`src/rtl/pipe_seq_ctrl_pkg.sv`:
```
// Shared types and defaults for the pipeline sequencing controller.
//   seq_state_e  : controller state (RUN/DRAIN/SLEEP/WAKE)
//   stage_ctrl_t : per-stage-register control {en, flush}; flush dominates en
package pipe_seq_ctrl_pkg;

    localparam int unsigned DRAIN_CYCLES_DEF = 3;
    localparam int unsigned CNT_W_DEF        = 32;

    typedef enum logic [1:0] {
        ST_RUN   = 2'd0,
        ST_DRAIN = 2'd1,
        ST_SLEEP = 2'd2,
        ST_WAKE  = 2'd3
    } seq_state_e;

    typedef struct packed {
        logic en;
        logic flush;
    } stage_ctrl_t;

    // Common stage-register actions
    localparam stage_ctrl_t SC_HOLD = '{en: 1'b0, flush: 1'b0};
    localparam stage_ctrl_t SC_LOAD = '{en: 1'b1, flush: 1'b0};
    localparam stage_ctrl_t SC_NOP  = '{en: 1'b1, flush: 1'b1};

endpackage

```
`src/rtl/pipe_seq_ctrl_if.sv`:
```
// Sequencer <-> pipeline control bundle.
//   events  : im_stall, dm_stall, load_use, fpu_busy, branch_taken, d_wfi, irq_pending
//   controls: pc_en, {fd,de,em,mw}_en, {fd,de,em}_flush, sleeping, wake_redirect, stall_cnt
// master = sequencer (drives controls), slave = pipeline/core side (drives events).
interface pipe_seq_ctrl_if #(
    parameter int unsigned CNT_W = 32
);
    logic             im_stall;
    logic             dm_stall;
    logic             load_use;
    logic             fpu_busy;
    logic             branch_taken;
    logic             d_wfi;
    logic             irq_pending;

    logic             pc_en;
    logic             fd_en;
    logic             de_en;
    logic             em_en;
    logic             mw_en;
    logic             fd_flush;
    logic             de_flush;
    logic             em_flush;
    logic             sleeping;
    logic             wake_redirect;
    logic [CNT_W-1:0] stall_cnt;

    modport master (
        input  im_stall, dm_stall, load_use, fpu_busy, branch_taken, d_wfi, irq_pending,
        output pc_en, fd_en, de_en, em_en, mw_en, fd_flush, de_flush, em_flush,
               sleeping, wake_redirect, stall_cnt
    );

    modport slave (
        output im_stall, dm_stall, load_use, fpu_busy, branch_taken, d_wfi, irq_pending,
        input  pc_en, fd_en, de_en, em_en, mw_en, fd_flush, de_flush, em_flush,
               sleeping, wake_redirect, stall_cnt
    );
endinterface

```
`src/rtl/pipe_seq_ctrl_perf_cnt.sv`:
```
// Enable-gated free-running counter; wraps from all-ones to zero.
//   clk, rst_n : clock, async active-low reset
//   en         : count this cycle
//   cnt        : current count
module pipe_seq_ctrl_perf_cnt #(
    parameter int unsigned CNT_W = 32
) (
    input  logic             clk,
    input  logic             rst_n,
    input  logic             en,
    output logic [CNT_W-1:0] cnt
);

    logic [CNT_W-1:0] cnt_q;
    logic [CNT_W-1:0] cnt_d;

    // Natural modular wrap of the adder gives the all-ones -> 0 rollover
    always_comb begin
        cnt_d = cnt_q;
        if (en) begin
            cnt_d = cnt_q + CNT_W'(1);
        end
    end

    always_ff @(posedge clk or negedge rst_n) begin
        if (!rst_n) begin
            cnt_q <= '0;
        end else begin
            cnt_q <= cnt_d;
        end
    end

    assign cnt = cnt_q;

endmodule

```
`src/rtl/pipe_seq_ctrl.sv`:
```
// Pipeline sequencing controller: maps stalls, hazards, FPU busy, redirects and
// WFI/interrupt events onto per-stage hold/flush controls, owns the WFI sleep
// FSM and counts stalled (non-sleep) cycles.
//   clk, rst : core clock, async active-low reset
//   bus      : pipe_seq_ctrl_if.master (events in, stage controls/status out)
// Stage controls and wake_redirect are combinational from state and events;
// state, drain counter, sleeping and stall_cnt are registered.
module pipe_seq_ctrl
    import pipe_seq_ctrl_pkg::*;
#(
    parameter int unsigned DRAIN_CYCLES = DRAIN_CYCLES_DEF,
    parameter int unsigned CNT_W        = CNT_W_DEF
) (
    input  logic            clk,
    input  logic            rst,
    pipe_seq_ctrl_if.master bus
);

    localparam int unsigned DRN_W = (DRAIN_CYCLES > 1) ? $clog2(DRAIN_CYCLES) : 1;
    localparam logic [DRN_W-1:0] DRN_LOAD = DRN_W'(DRAIN_CYCLES - 1);

    seq_state_e       state_q;
    seq_state_e       state_d;
    logic [DRN_W-1:0] drain_q;
    logic [DRN_W-1:0] drain_d;
    logic             sleeping_q;
    logic             sleeping_d;

    logic             mem_stall_c;
    logic             pc_en_c;
    logic             wake_c;
    logic             cnt_en_c;
    stage_ctrl_t      fd_c;
    stage_ctrl_t      de_c;
    stage_ctrl_t      em_c;
    stage_ctrl_t      mw_c;
    logic [CNT_W-1:0] stall_cnt;

    assign mem_stall_c = bus.im_stall | bus.dm_stall;

    // Next-state and stage-control decode
    always_comb begin
        state_d    = state_q;
        drain_d    = drain_q;
        pc_en_c    = 1'b0;
        wake_c     = 1'b0;
        fd_c       = SC_HOLD;
        de_c       = SC_HOLD;
        em_c       = SC_HOLD;
        mw_c       = SC_HOLD;

        case (state_q)
            ST_RUN: begin
                if (mem_stall_c) begin
                    // full freeze: defaults already hold every register
                end else if (bus.fpu_busy) begin
                    // front end holds behind the FPU op, bubble goes into E/M
                    em_c = SC_NOP;
                    mw_c = SC_LOAD;
                end else if (bus.load_use) begin
                    de_c = SC_NOP;
                    em_c = SC_LOAD;
                    mw_c = SC_LOAD;
                end else if (bus.branch_taken) begin
                    // redirect also squashes a WFI sitting in D
                    pc_en_c = 1'b1;
                    fd_c    = SC_NOP;
                    de_c    = SC_NOP;
                    em_c    = SC_LOAD;
                    mw_c    = SC_LOAD;
                end else if (bus.d_wfi) begin
                    de_c    = SC_NOP;
                    em_c    = SC_LOAD;
                    mw_c    = SC_LOAD;
                    state_d = ST_DRAIN;
                    drain_d = DRN_LOAD;
                end else begin
                    pc_en_c = 1'b1;
                    fd_c    = SC_LOAD;
                    de_c    = SC_LOAD;
                    em_c    = SC_LOAD;
                    mw_c    = SC_LOAD;
                end
            end

            ST_DRAIN: begin
                // back end retires while front end stays frozen; count only
                // advances on cycles where memory lets the pipeline move
                if (!mem_stall_c) begin
                    de_c = SC_NOP;
                    em_c = SC_LOAD;
                    mw_c = SC_LOAD;
                    if (drain_q == '0) begin
                        state_d = ST_SLEEP;
                    end else begin
                        drain_d = drain_q - DRN_W'(1);
                    end
                end
                if (bus.irq_pending) begin
                    state_d = ST_WAKE;
                end
            end

            ST_SLEEP: begin
                if (bus.irq_pending) begin
                    state_d = ST_WAKE;
                end
            end

            ST_WAKE: begin
                wake_c  = 1'b1;
                pc_en_c = 1'b1;
                fd_c    = SC_NOP;
                de_c    = SC_NOP;
                em_c    = SC_LOAD;
                mw_c    = SC_LOAD;
                state_d = ST_RUN;
            end

            default: begin
                state_d = ST_RUN;
            end
        endcase
    end

    assign sleeping_d = (state_d == ST_SLEEP);

    always_ff @(posedge clk or negedge rst) begin
        if (!rst) begin
            state_q    <= ST_RUN;
            drain_q    <= '0;
            sleeping_q <= 1'b0;
        end else begin
            state_q    <= state_d;
            drain_q    <= drain_d;
            sleeping_q <= sleeping_d;
        end
    end

    // Stall cycles exclude deliberate sleep
    assign cnt_en_c = !pc_en_c && (state_q != ST_SLEEP);

    pipe_seq_ctrl_perf_cnt #(
        .CNT_W (CNT_W)
    ) u_perf_cnt (
        .clk   (clk),
        .rst_n (rst),
        .en    (cnt_en_c),
        .cnt   (stall_cnt)
    );

    assign bus.pc_en         = pc_en_c;
    assign bus.fd_en         = fd_c.en;
    assign bus.de_en         = de_c.en;
    assign bus.em_en         = em_c.en;
    assign bus.mw_en         = mw_c.en;
    assign bus.fd_flush      = fd_c.flush;
    assign bus.de_flush      = de_c.flush;
    assign bus.em_flush      = em_c.flush;
    assign bus.sleeping      = sleeping_q;
    assign bus.wake_redirect = wake_c;
    assign bus.stall_cnt     = stall_cnt;

endmodule

```
`src/flat_wrapper.sv`:
```
// flat-port wrapper written by rule: the top's interface ports become plain ports
module pipe_seq_ctrl_flat import pipe_seq_ctrl_pkg::*;
#(
    parameter int unsigned DRAIN_CYCLES = DRAIN_CYCLES_DEF,
    parameter int unsigned CNT_W        = CNT_W_DEF
)
  (clk, rst, bus_im_stall, bus_dm_stall, bus_load_use, bus_fpu_busy, bus_branch_taken, bus_d_wfi, bus_irq_pending, bus_pc_en, bus_fd_en, bus_de_en, bus_em_en, bus_mw_en, bus_fd_flush, bus_de_flush, bus_em_flush, bus_sleeping, bus_wake_redirect, bus_stall_cnt);
  pipe_seq_ctrl_if #(.CNT_W(CNT_W)) bus_i ();
  input  logic clk;
  input  logic rst;
  input wire logic [$bits(bus_i.im_stall)-1:0] bus_im_stall;
  input wire logic [$bits(bus_i.dm_stall)-1:0] bus_dm_stall;
  input wire logic [$bits(bus_i.load_use)-1:0] bus_load_use;
  input wire logic [$bits(bus_i.fpu_busy)-1:0] bus_fpu_busy;
  input wire logic [$bits(bus_i.branch_taken)-1:0] bus_branch_taken;
  input wire logic [$bits(bus_i.d_wfi)-1:0] bus_d_wfi;
  input wire logic [$bits(bus_i.irq_pending)-1:0] bus_irq_pending;
  output wire logic [$bits(bus_i.pc_en)-1:0] bus_pc_en;
  output wire logic [$bits(bus_i.fd_en)-1:0] bus_fd_en;
  output wire logic [$bits(bus_i.de_en)-1:0] bus_de_en;
  output wire logic [$bits(bus_i.em_en)-1:0] bus_em_en;
  output wire logic [$bits(bus_i.mw_en)-1:0] bus_mw_en;
  output wire logic [$bits(bus_i.fd_flush)-1:0] bus_fd_flush;
  output wire logic [$bits(bus_i.de_flush)-1:0] bus_de_flush;
  output wire logic [$bits(bus_i.em_flush)-1:0] bus_em_flush;
  output wire logic [$bits(bus_i.sleeping)-1:0] bus_sleeping;
  output wire logic [$bits(bus_i.wake_redirect)-1:0] bus_wake_redirect;
  output wire logic [$bits(bus_i.stall_cnt)-1:0] bus_stall_cnt;
  assign bus_i.im_stall = bus_im_stall;
  assign bus_i.dm_stall = bus_dm_stall;
  assign bus_i.load_use = bus_load_use;
  assign bus_i.fpu_busy = bus_fpu_busy;
  assign bus_i.branch_taken = bus_branch_taken;
  assign bus_i.d_wfi = bus_d_wfi;
  assign bus_i.irq_pending = bus_irq_pending;
  assign bus_pc_en = bus_i.pc_en;
  assign bus_fd_en = bus_i.fd_en;
  assign bus_de_en = bus_i.de_en;
  assign bus_em_en = bus_i.em_en;
  assign bus_mw_en = bus_i.mw_en;
  assign bus_fd_flush = bus_i.fd_flush;
  assign bus_de_flush = bus_i.de_flush;
  assign bus_em_flush = bus_i.em_flush;
  assign bus_sleeping = bus_i.sleeping;
  assign bus_wake_redirect = bus_i.wake_redirect;
  assign bus_stall_cnt = bus_i.stall_cnt;
  pipe_seq_ctrl #(.DRAIN_CYCLES(DRAIN_CYCLES), .CNT_W(CNT_W)) u_core (.clk(clk), .rst(rst), .bus(bus_i));
endmodule
```
`config.mk`:
```
export PLATFORM = sky130hd
export DESIGN_NAME = pipe_seq_ctrl_flat
export DESIGN_NICKNAME = d
export VERILOG_FILES = /design/src/rtl/pipe_seq_ctrl_pkg.sv /design/src/rtl/pipe_seq_ctrl_if.sv /design/src/rtl/pipe_seq_ctrl_perf_cnt.sv /design/src/rtl/pipe_seq_ctrl.sv /design/src/flat_wrapper.sv
export SDC_FILE = /design/constraint.sdc
export NUM_CORES = 1
export LEC_CHECK = 0
export CORE_AREA = 3 3 66 68
export CTS_BUF_LIST = sky130_fd_sc_hd__clkbuf_8
export CTS_CLUSTER_SIZE = 16
export DETAILED_ROUTE_END_ITERATION = 10
export DIE_AREA = 0 0 69 71
export PLACE_DENSITY = 0.92
export SLEW_MARGIN = 40
export SYNTH_ARGS = -nofsm -noshare
export SYNTH_HDL_FRONTEND = slang
export SYNTH_SLANG_ARGS = --single-unit
```
`constraint.sdc`:
```
create_clock -name clk -period 3.4 [get_ports clk]
set_input_delay 0.85 -clock clk [delete_from_list [all_inputs] [get_ports clk]]
set_output_delay 0.85 -clock clk [all_outputs]
set_load 0.05 [all_outputs]
```
# Yosys cells after proc, flatten, opt, wreduce, memory -nomap -nowiden
# Cells that the tools add are included.
[word_totals]
regBits = 37
in_bits = 9
output_inout_bits = 42
wordCells = 69
[op_classes]
addsub = 2
n_eq_ne = 12
muxes = 43
bitwise = 1
reduce_logical = 7
[op_table]
columns = ["operator", "count"]
rows = [
  ["2-to-1 mux 2 bit", 28],
  ["adder 32 x 1 -> 32 bit (second input constant)", 1],
  ["inequality test 2 bit (second input constant)", 8],
  ["one-hot mux 2 bit (2 select lines)", 3],
  ["one-hot mux 2 bit (3 select lines)", 2],
  ["2-to-1 mux 1 bit", 8],
  ["one-hot mux 2 bit (4 select lines)", 1],
  ["AND reduction 8 bit", 1],
  ["== test 2 bit (second input constant)", 3],
  ["zero test 2 bit", 2],
  ["== test 2 x 1 -> 1 bit (second input constant)", 1],
  ["one-hot mux 1 bit (2 select lines)", 1],
  ["nonzero test 2 bit", 1],
  ["OR reduction 2 bit", 1],
  ["subtractor 2 x 1 -> 2 bit (second input constant)", 1],
  ["logical AND 1 bit", 1],
  ["zero test 1 bit", 1],
  ["OR 1 bit", 1],
]

# Logic depth before layout (Yosys ltp)
[depth]
word_depth = 8
ltp_mapped = 7
depth_no_buf = 7

# Cells and area by module
# From an unflattened synthesis, not the netlist that was laid out.
[hier_totals]
hier_cells = 195
hier_area_um2 = 2044.5
[by_module_without_submodules]
columns = ["module", "n_inst", "cells_per_inst", "area_each_um2", "seq_area_each_um2"]
rows = [
  ["pipe_seq_ctrl_perf_cnt", 1, 128, 1475.2, 800.8],
  ["pipe_seq_ctrl", 1, 67, 569.3, 125.1],
]

# Least setup slack after synthesis
# No wires, ideal clock.
[synth_path]
kind = "input-to-output"
start = "input bus_dm_stall"
end = "output bus_de_flush"
arrival_time_ns = 3.220
required_time_ns = 2.550
path_slack_ns = -0.670
stages = 4
path_buffers = 0
path_cell_list = "nor2_1 o21ai_0 a21oi_1 a21boi_0"
[synth_via]
elab_chain_cells = 3
elab_cells_between_ends = 4
cone_classes = "mux (3); bitwise (1)"
[synth_rtl]
columns = ["element", "line", "text"]
rows = [
  ["from (decl)", "flat_wrapper.sv:12", "input wire logic [$bits(bus_i.dm_stall)-1:0] bus_dm_stall;"],
  ["OR 1 bit (*)", "pipe_seq_ctrl.sv:39", "assign mem_stall_c = bus.im_stall | bus.dm_stall;"],
  ["2-to-1 mux 2 bit (on tied branches)", "pipe_seq_ctrl.sv:89, pipe_seq_ctrl.sv:54", ""],
  ["one-hot mux 2 bit (3 select lines) (*)", "pipe_seq_ctrl.sv:52", "case (state_q)"],
  ["to (decl)", "flat_wrapper.sv:24", "output wire logic [$bits(bus_i.de_flush)-1:0] bus_de_flush;"],
]
# Mark *: on every way between the ends. The rest lies on a longest branch, timed or not.

# Worst setup path after layout
[layout_path]
start = "input bus_fpu_busy"
end = "output bus_pc_en"
[layout_via]
elab_chain_cells = 3
[layout_rtl]
columns = ["element", "line", "text"]
rows = [
  ["from (decl)", "flat_wrapper.sv:14", "input wire logic [$bits(bus_i.fpu_busy)-1:0] bus_fpu_busy;"],
  ["2-to-1 mux 1 bit", "pipe_seq_ctrl.sv:56", "end else if (bus.fpu_busy) begin"],
  ["2-to-1 mux 1 bit", "pipe_seq_ctrl.sv:54", "if (mem_stall_c) begin"],
  ["one-hot mux 1 bit (2 select lines)", "pipe_seq_ctrl.sv:52", ""],
  ["to (decl)", "flat_wrapper.sv:18", "output wire logic [$bits(bus_i.pc_en)-1:0] bus_pc_en;"],
]
# Every way passes these cells.

==> flow_metrics.py <==
metrics = {
    "timing": {
        "grt_setup_unrepaired": "false",
        "skew_ps": 3.55,
        "slew_headroom_pct": 55.7,
        "timing.setup.tns_ps": 0,
        "fmax_mhz": 307,
        "tightest_slew_ps": 662,
        "drv_slew": 0,
        "period_share_pct": 95.8,
        "final_hold_viol_count": 0,
        "period_needed_ps": 3260,
        "setup_viol": 0,
    },
    "global_route": {
        "grt_util_met2_pct": 31.7,
        "use_met3_pct": 4.83,
        "antenna_found_initial": 0,
        "grt_pass1_vias": 1540,
        "grt_pass1_wl_mm": 7.48,
        "top_usage_layer": "met2",
        "gr-total-overflow": 0,
        "grtUsageMet1_pct": 23.1,
        "grt_max_degree": 38,
        "track_usage_pct": 18.7,
    },
    "critical_path": {
        "critPathBufInv": 2,
        "cp-start-kind": "primary input",
        "cp_slowest_cell": "or4b_4",
        "crit_chain": "clkdlybuf4s50_1 -> or4b_4 -> o31ai_4 -> buf_12",
        "cp.required_ps": 2550,
        "worstPathMaxFanout": 4,
        "cp-end-kind": "output pin",
        "crit_family": "buffers and inverters",
        "ff2ff_setup_slack_ps": 890,
        "crit_type": "primary input to output pin",
        "slowest_delay_ps": 580,
        "worstPathArrival_ps": 2410,
    },
    "routing": {
        "detail_route.vias_per_cell": 5.44,
        "vias": 1551,
        "first_pass_iters": 4,
        "drt-initial-drc-count": 149,
        "ant_nets": 0,
        "drc": 0,
        "wirelength_mm": 4.24,
        "wl_per_cell_um": 14.9,
    },
    "min_path": {
        "hold_class": "flop to flop",
    },
    "place": {
        "dp_cells": 278,
        "port_buffers": 50,
        "routabilityCongestion": 0.771,
        "dp_hpwl_mm": 3.20,
    },
    "clock_network": {
        "cts_buffer_depth": 2,
        "clkLatencyLatePin_ps": 280,
        "clkSlewWorstSetupHoldPaths_ps": 60,
        "cts-root-buf": "clkbuf_8",
        "cts_setup_buffers": 0,
        "postCtsHoldBufs": 0,
        "htreeDepth": 2,
        "clkSinkCount": 37,
        "cts-resized-gates": 0,
        "cts_buffers": 5,
        "tritoncts": "yes",
    },
    "yosys": {
        "ys_seq_area_share_pct": 48.8,
        "synth.top_cell.area_share_pct": 48.8,
        "synth_fp_nets": 195,
        "ys_ff_latch": 37,
        "avgSynthCellArea_um2": 10.6,
        "synthCells": 179,
        "netlist-cell-type-count": 35,
        "synth_top_cells_by_area": "dfrtp_1, xnor2_1, nand3_1",
        "synth_area_um2": 1900,
        "yosysTopAreaCell": "dfrtp_1",
        "yosysWarnings": 0,
    },
    "pwr": {
        "powerDensity_nw_per_um2": 729,
        "p_leak_nw": 1.13,
        "ir_drop_mv": 0.448,
        "p_total_mw": 1.92,
    },
    "floorplan": {
        "die_h_um": 71,
        "dieArea_um2": 4900,
        "io_pins": 51,
        "start_util_pct": 48.5,
        "die_w_um": 69,
        "rows": 23,
        "core-area_um2": 3910,
    },
    "layout": {
        "area_growth_pct": 38.8,
        "fin_cells": 285,
        "nFillCells": 307,
        "final_core_util_pct": 67.3,
        "drive_above_1_share_pct": 11.5,
        "diodes": 0,
        "layout_common_cells": "clkdlybuf4s50_1, dfrtp_1, xnor2_1, nand3_1",
        "final_common_cell": "clkdlybuf4s50_1",
        "nNetsFinal": 251,
    },
    "flow_run": {
        "drv_cap": 0,
    },
    "run_status": {
        "status": "finished clean",
    },
}
==> worst paths after layout <==
| kind | start | to | depth (start not counted) |
|---|---|---|---|
| max in group asynchronous | rst | u_core.u_perf_cnt.cnt[31]$_DFFE_PN0P_ | 1 |
| min in group asynchronous | rst | u_core.u_perf_cnt.cnt[23]$_DFFE_PN0P_ | 1 |
| worst min register to register | u_core.u_perf_cnt.cnt[31]$_DFFE_PN0P_ | u_core.u_perf_cnt.cnt[31]$_DFFE_PN0P_ | 1 |
| worst max-delay path | bus_fpu_busy | bus_pc_en | 4 |
| worst max register to register | u_core.state_q[1]$_DFF_PN0_ | u_core.u_perf_cnt.cnt[23]$_DFFE_PN0P_ | 9 |
| worst min-delay path | u_core.u_perf_cnt.cnt[31]$_DFFE_PN0P_ | u_core.u_perf_cnt.cnt[31]$_DFFE_PN0P_ | 1 |
==> flip-flops by register name (all words and copies together) (netlist names) <==
register	cells
u_core.u_perf_cnt.cnt	32
u_core.drain_q	2
u_core.state_q	2
u_core.bus.sleeping	1
==> cell families after synthesis <==
logic type / share of synthesized area [%]
and+or+nand+nor: 22.8
DFF: 48.8
xor gates and xnor gates: 14.3
AOI/OAI and AO/OA: 6.33
buffers and inverters: 2.57
adders and majority gates: 4.61
muxes: 0.593
==> synth_stat cells <==
library cell  instances
dfrtp_1              37
xnor2_1              26
nand3_1              20
nand2_1               9
nand4_1               9
and3_1                8
nor2_1                8
ha_1                  7
inv_1                 7
a21oi_1               5
xor2_1                5
and4_1                4
nor2b_1               3
nor3_1                3
nor4_1                3
o21ai_0               3
a211o_1               2
and2_1                2
buf_4                 2
a2111oi_1             1
a211oi_1              1
a21boi_0              1
a31oi_1               1
and3_2                1
buf_1                 1
clkbuf_1              1
mux2_2                1
nand2b_1              1
nand3b_1              1
nor2_4                1
nor3_2                1
o211a_1               1
o31ai_4               1
or2_2                 1
or4b_4                1
==> power by group <==
part           switching [mW]  internal [mW]
clock                   0.137          0.158
combinational           0.619          0.416
sequential             0.0793          0.511
==> final cells by class <==
type	count	area, µm²	share of cell area, %
Sequential cell	37	926	35.1
Multi-Input combinational cell	131	933	35.4
Inverter	7	26.3	0.997
Clock inverter	1	3.75	0.142
Tap cell	50	62.6	2.37
Timing Repair Buffer	53	601	22.8
Clock buffer	6	82.6	3.13
==> routing by layer <==
layer	wire length [µm]	up-vias
met1	1810	761
met3	201	9
met2	2180	40
met4	54	0
met5	0	-
li1	-	741
==> through the flow <==
step / hold WS [ps] / instance area, µm² / setup WS (ps)
floorplan: 513 / 1910 / -63.7
global placement: 460 / 2550 / 193
detailed placement: 462 / 2550 / 141
CTS: 476 / 2630 / 142
global route: 487 / 2640 / 77.1
finish: 470 / 2640 / 144
No activity file was read; power rests on OpenSTA's default activity.
